File: config.mk
export PLATFORM = sky130hd
export DESIGN_NAME = sm83_alu_seq
export DESIGN_NICKNAME = d
export VERILOG_FILES = /design/src/rtl/sm83_alu_seq.sv
export SDC_FILE = /design/constraint.sdc
export NUM_CORES = 1
export LEC_CHECK = 0
export BUFFER_PORTS_ARGS = -buffer_cell sky130_fd_sc_hd__buf_2
export CORE_MARGIN = 3
export CORE_UTILIZATION = 48
export DETAILED_ROUTE_END_ITERATION = 8
export PLACE_DENSITY = 0.84
export SLEW_MARGIN = 5
export SYNTH_ARGS = -nofsm -noshare
export SYNTH_HDL_FRONTEND = slang
export SYNTH_SLANG_ARGS = --single-unit
File: constraint.sdc
create_clock -name clk -period 2.59 [get_ports clk]
set_input_delay 0.518 -clock clk [delete_from_list [all_inputs] [get_ports clk]]
set_output_delay 0.518 -clock clk [all_outputs]
set_load 0.01 [all_outputs]
File: src/rtl/sm83_alu_seq.sv
// sm83_alu_seq: valid/ready micro-sequencer that drives sm83_alu through load-A, load-B, mux.
// Optional macro SM83_ALU_SEQ_PIPE_EN lets DONE accept the next request (4-cycle issue).
module sm83_alu_seq #(
    parameter int DATA_W = 8
) (
    input  logic              clk,
    input  logic              reset_n,
    input  logic              req_valid,
    output logic              req_ready,
    input  logic [2:0]        req_op,
    input  logic [DATA_W-1:0] req_a,
    input  logic [DATA_W-1:0] req_b,
    input  logic              req_cin,
    output logic              rsp_valid,
    input  logic              rsp_ready,
    output logic [DATA_W-1:0] rsp_result,
    output logic              rsp_z,
    output logic              rsp_n,
    output logic              rsp_h,
    output logic              rsp_c,
    output logic              rsp_wb,
    output logic [DATA_W-1:0] alu_op,
    output logic              alu_load_a,
    output logic              alu_load_b,
    output logic              alu_mux,
    output logic              alu_negate,
    output logic              alu_carry_in,
    input  logic [DATA_W-1:0] alu_result,
    input  logic              alu_carry,
    input  logic              alu_halfcarry,
    input  logic              alu_zero
);

    if (DATA_W != 8) begin : g_width_check
        $error("sm83_alu_seq supports DATA_W == 8 only");
    end

    typedef enum logic [2:0] {IDLE, LD_A, LD_B, EXEC, DONE} state_e;
    typedef enum logic [2:0] {
        OP_ADD = 3'd0, OP_ADC = 3'd1, OP_SUB = 3'd2, OP_SBC = 3'd3,
        OP_CP  = 3'd4, OP_INC = 3'd5, OP_DEC = 3'd6, OP_RSV = 3'd7
    } op_e;

    function automatic logic op_negates(input op_e op);
        return (op == OP_SUB) || (op == OP_SBC) || (op == OP_CP) || (op == OP_DEC);
    endfunction

    function automatic logic op_carry_in(input op_e op, input logic cin);
        logic ci;
        case (op)
            OP_ADC:                ci = cin;
            OP_SUB, OP_CP, OP_DEC: ci = 1'b1;
            OP_SBC:                ci = ~cin;
            default:               ci = 1'b0;
        endcase
        return ci;
    endfunction

    state_e            state_q, state_d;
    op_e               op_q, op_d;
    logic [DATA_W-1:0] a_q, a_d, b_q, b_d;
    logic              cin_q, cin_d;
    logic [DATA_W-1:0] result_q, result_d;
    logic              z_q, z_d, n_q, n_d, h_q, h_d, c_q, c_d, wb_q, wb_d;
    logic              rsp_valid_q, rsp_valid_d;
    logic [DATA_W-1:0] alu_op_q, alu_op_d;
    logic              load_a_q, load_a_d, load_b_q, load_b_d, mux_q, mux_d;
    logic              negate_q, negate_d, carry_in_q, carry_in_d;
    logic              accept;

`ifdef SM83_ALU_SEQ_PIPE_EN
    assign req_ready = (state_q == IDLE) || ((state_q == DONE) && rsp_ready);
`else
    assign req_ready = (state_q == IDLE);
`endif
    assign accept = req_valid && req_ready;

    always_comb begin
        state_d  = state_q;
        op_d     = op_q;
        a_d      = a_q;
        b_d      = b_q;
        cin_d    = cin_q;
        result_d = result_q;
        z_d      = z_q;
        n_d      = n_q;
        h_d      = h_q;
        c_d      = c_q;
        wb_d     = wb_q;

        if (accept) begin
            op_d  = (op_e'(req_op) == OP_RSV) ? OP_ADD : op_e'(req_op);
            a_d   = req_a;
            b_d   = req_b;
            cin_d = req_cin;
        end

        unique case (state_q)
            IDLE: if (accept) state_d = LD_A;
            LD_A: state_d = LD_B;
            LD_B: state_d = EXEC;
            EXEC: begin
                state_d  = DONE;
                result_d = alu_result;
                z_d      = alu_zero;
                n_d      = op_negates(op_q);
                // the ALU reports carry/half-carry; negated ops need borrow instead
                h_d      = alu_halfcarry ^ op_negates(op_q);
                case (op_q)
                    OP_ADD, OP_ADC:        c_d = alu_carry;
                    OP_SUB, OP_SBC, OP_CP: c_d = ~alu_carry;
                    default:               c_d = cin_q;
                endcase
                wb_d = (op_q != OP_CP);
            end
            DONE: if (rsp_ready) state_d = accept ? LD_A : IDLE;
            default: state_d = IDLE;
        endcase

        // outputs are registered, so decode them from the state being entered
        rsp_valid_d = (state_d == DONE);
        load_a_d    = (state_d == LD_A);
        load_b_d    = (state_d == LD_B);
        mux_d       = (state_d == EXEC);
        negate_d    = ((state_d == LD_B) || (state_d == EXEC)) && op_negates(op_d);
        carry_in_d  = ((state_d == LD_B) || (state_d == EXEC)) && op_carry_in(op_d, cin_d);
        alu_op_d    = '0;
        if (state_d == LD_A) begin
            alu_op_d = a_d;
        end else if (state_d == LD_B) begin
            alu_op_d = ((op_d == OP_INC) || (op_d == OP_DEC)) ? DATA_W'(1) : b_d;
        end
    end

    always_ff @(posedge clk or negedge reset_n) begin
        if (!reset_n) begin
            state_q     <= IDLE;
            op_q        <= OP_ADD;
            a_q         <= '0;
            b_q         <= '0;
            cin_q       <= 1'b0;
            result_q    <= '0;
            z_q         <= 1'b0;
            n_q         <= 1'b0;
            h_q         <= 1'b0;
            c_q         <= 1'b0;
            wb_q        <= 1'b0;
            rsp_valid_q <= 1'b0;
            alu_op_q    <= '0;
            load_a_q    <= 1'b0;
            load_b_q    <= 1'b0;
            mux_q       <= 1'b0;
            negate_q    <= 1'b0;
            carry_in_q  <= 1'b0;
        end else begin
            state_q     <= state_d;
            op_q        <= op_d;
            a_q         <= a_d;
            b_q         <= b_d;
            cin_q       <= cin_d;
            result_q    <= result_d;
            z_q         <= z_d;
            n_q         <= n_d;
            h_q         <= h_d;
            c_q         <= c_d;
            wb_q        <= wb_d;
            rsp_valid_q <= rsp_valid_d;
            alu_op_q    <= alu_op_d;
            load_a_q    <= load_a_d;
            load_b_q    <= load_b_d;
            mux_q       <= mux_d;
            negate_q    <= negate_d;
            carry_in_q  <= carry_in_d;
        end
    end

    assign rsp_valid    = rsp_valid_q;
    assign rsp_result   = result_q;
    assign rsp_z        = z_q;
    assign rsp_n        = n_q;
    assign rsp_h        = h_q;
    assign rsp_c        = c_q;
    assign rsp_wb       = wb_q;
    assign alu_op       = alu_op_q;
    assign alu_load_a   = load_a_q;
    assign alu_load_b   = load_b_q;
    assign alu_mux      = mux_q;
    assign alu_negate   = negate_q;
    assign alu_carry_in = carry_in_q;

endmodule

==> flow_metrics.tcl <==
set metrics [dict create \
    clockBufferDepth 2 \
    n_antenna_cell 0 \
    maxCapViolations 0 \
    clk_pin_slew_ns 0.13 \
    r2r_slack_ns 0.58 \
    placed_cells 246 \
    drive_gt1_share_pct 42.31 \
    cts_tree "built" \
    rr_endpoint "alu_negate" \
    rr_worst_depth 5 \
    drc 0 \
    syn_nets 182 \
    grt.overflow.total 0 \
    fmax_ghz 0.4966 \
    htreeDepth 2 \
    setup-violations-final 0 \
    yosys.area.top_type "dfrtp_1" \
    cts-root-buf "clkbuf_4" \
    postLayoutCoreUtil_pct 62.09 \
    fin_nets 242 \
    post_cts_buffers 0 \
    row_count 21 \
    syn_area_um2 1718 \
    crit_required_ns 2.86 \
    avgSynthCellArea_um2 11.69 \
    grt_max_degree 43 \
    vias 1294 \
    routed_wl_um 3258 \
    async_flop_share_pct 100.0 \
    peakVddDrop_mv 0.5629 \
    netlist_instances 147 \
    cts_resized 0 \
    routed_via_density 5.094 \
    post_dp_cell_area_um2 2041 \
    hp-class "in -> async" \
    io_pins 63 \
    drtAntennaViolNets 0 \
    path_class "reg -> reg" \
    endpoint_kind "register" \
    grt_pass1_vias 1288 \
    cts_hold_buf 0 \
    drt_iter0_drc 65 \
    tns_ns 0 \
    layout.cells.non_filler 254 \
    wire_per_inst_um 12.83 \
    synth_area_leaders "dfrtp_1, nand2_1, mux2_2" \
    ys_seq_area_share_pct 61.18 \
    area_growth_pct 22.51 \
    start_util_pct 50.68 \
    fill_cells 278 \
    cts_buffers 5 \
    period_needed_ns 2.014 \
    gp_congestion 0.7559 \
    finalClockSkew_ns 0.01207 \
    rsz0062_at_grt "no" \
    fin_area_um2 2105 \
    ys_seq_elements 42 \
    hold_violations 0 \
    grt_pass1_wl_um 5292 \
    gr-usage-all-layers_pct 16.06 \
    yosys.area.top_type_share_pct 61.18 \
    post-route-period-util_pct 77.75 \
    whs_ns 0.2875 \
    ys.flop_type "dfrtp_1" \
    start_kind "register" \
    synth_edf_count 0 \
    power.density_nw_per_um2 1195 \
    antenna_found_initial 0 \
    clock_latency_ns 0.34 \
    relSlewSlack_pct 40.69 \
    dr.pass1.iters 4 \
    synth_warnings 0 \
    tightest_slew_ns 0.8897 \
    p_leak_nw 1.120 \
    status "finished, final reports clean" \
    synth_cell_types 29 \
    clock_sinks 42 \
    drv_slew 0 \
    core_area_um2 3390 \
    r2r_start "state_q[2]" \
    port_buffers 62 \
    die_area_um2 4333 \
    critical_path.max_fanout 12 \
    cp_data_arrival_time_ns 2.28 \
    fp.dieW_um 65.83 \
    die_y_um 65.83 \
    dp_hpwl_um 2375 \
]
[worst max-delay path, cell delays in order (launching register included)]
cell	delay [ns]
dfrtp_1	0.47
or4b_4	0.67
inv_1	0.16
mux2_2	0.36
a21o_1	0.15
a21oi_1	0.13
[stage by stage]
| step | power, mW | setup WS [ns] |
|---|---|---|
| final | 2.515 | 0.5763 |
| after detailed placement | 2.210 | 0.5321 |
| after global routing | 2.715 | 0.4790 |
| after floorplan | 1.869 | 0.7023 |
| after global placement | 2.172 | 0.5843 |
| after CTS | 2.545 | 0.5702 |
[flip-flops by register name, indices dropped and copies added, names as in the netlist, 3 cells and up]
signal and cells:
b_q 8, rsp_result 8, alu_op 8, op_q 3
state_q 3
[cell usage after synthesis (2+ instances only)]
master and number:
a32o_1 7, inv_1 3, nand3b_1 2, nor2_1 2
dfrtp_1 42, mux2_2 11, a211oi_1 2, clkbuf_1 6
nor3b_1 3, a21boi_0 2, o21ai_0 5, nand3_1 3
buf_2 3, nor3_1 2, a21o_1 2, nand2_1 35
a21oi_1 2, xor2_1 3, buf_6 2
[logic make-up (layout without fill, tap and decap cells)]
logic type	Yosys count	count (layout)	share of synthesized area, %
XOR/XNOR	3	3	1.530
multiplexers	13	13	8.667
AND/OR/NAND/NOR	51	51	13.84
flip-flops	42	42	61.18
AO/OA/AOI/OAI	23	23	10.20
buffers and inverters	15	76	4.588
[power by group]
group / switching [mW] / leakage (nW) / internal [mW]
combinational: 0.534 / 0.559 / 0.496
clock: 0.206 / 0.0343 / 0.131
sequential: 0.187 / 0.527 / 0.960
total: 0.928 / 1.12 / 1.59
[final cells by class]
class	instances	area, µm²	area share (%)
Clock buffer	6	51.30	2.438
Clock inverter	2	12.51	0.5945
Inverter	3	11.26	0.5351
Multi-Input combinational cell	90	588.1	27.94
Sequential cell	42	1051	49.94
Tap cell	46	57.56	2.735
Timing Repair Buffer	65	332.8	15.81
[worst max path at each step]
stage,start,end,slack (ns)
final,state_q[2],alu_negate,0.58
after global routing,state_q[0],alu_negate,0.48
after CTS,state_q[2],alu_negate,0.57
after detailed placement,req_valid,alu_negate,0.53
after global placement,req_valid,alu_negate,0.58
after floorplan,state_q[2],alu_op[0],0.70
[cell usage in the layout (no fill, tap or decap), types with 2 or more instances in the layout]
master	n
buf_2	62
dfrtp_1	42
nand2_1	35
mux2_2	11
a32o_1	7
o21ai_0	5
clkbuf_4	5
inv_1	3
nand3_1	3
xor2_1	3
nor3b_1	3
buf_4	3
nor3_1	2
a21boi_0	2
nand3b_1	2
nor2_1	2
a21o_1	2
a21oi_1	2
a211oi_1	2
[routing by layer]
metal	GRT usage (%)	wire length, µm	vias up
met5	0	0	-
met1	19.12	1435	614
li1	-	-	627
met4	5.440	31	0
met2	26.78	1504	48
met3	5.782	286	5
(Power assumes the default switching activity.)
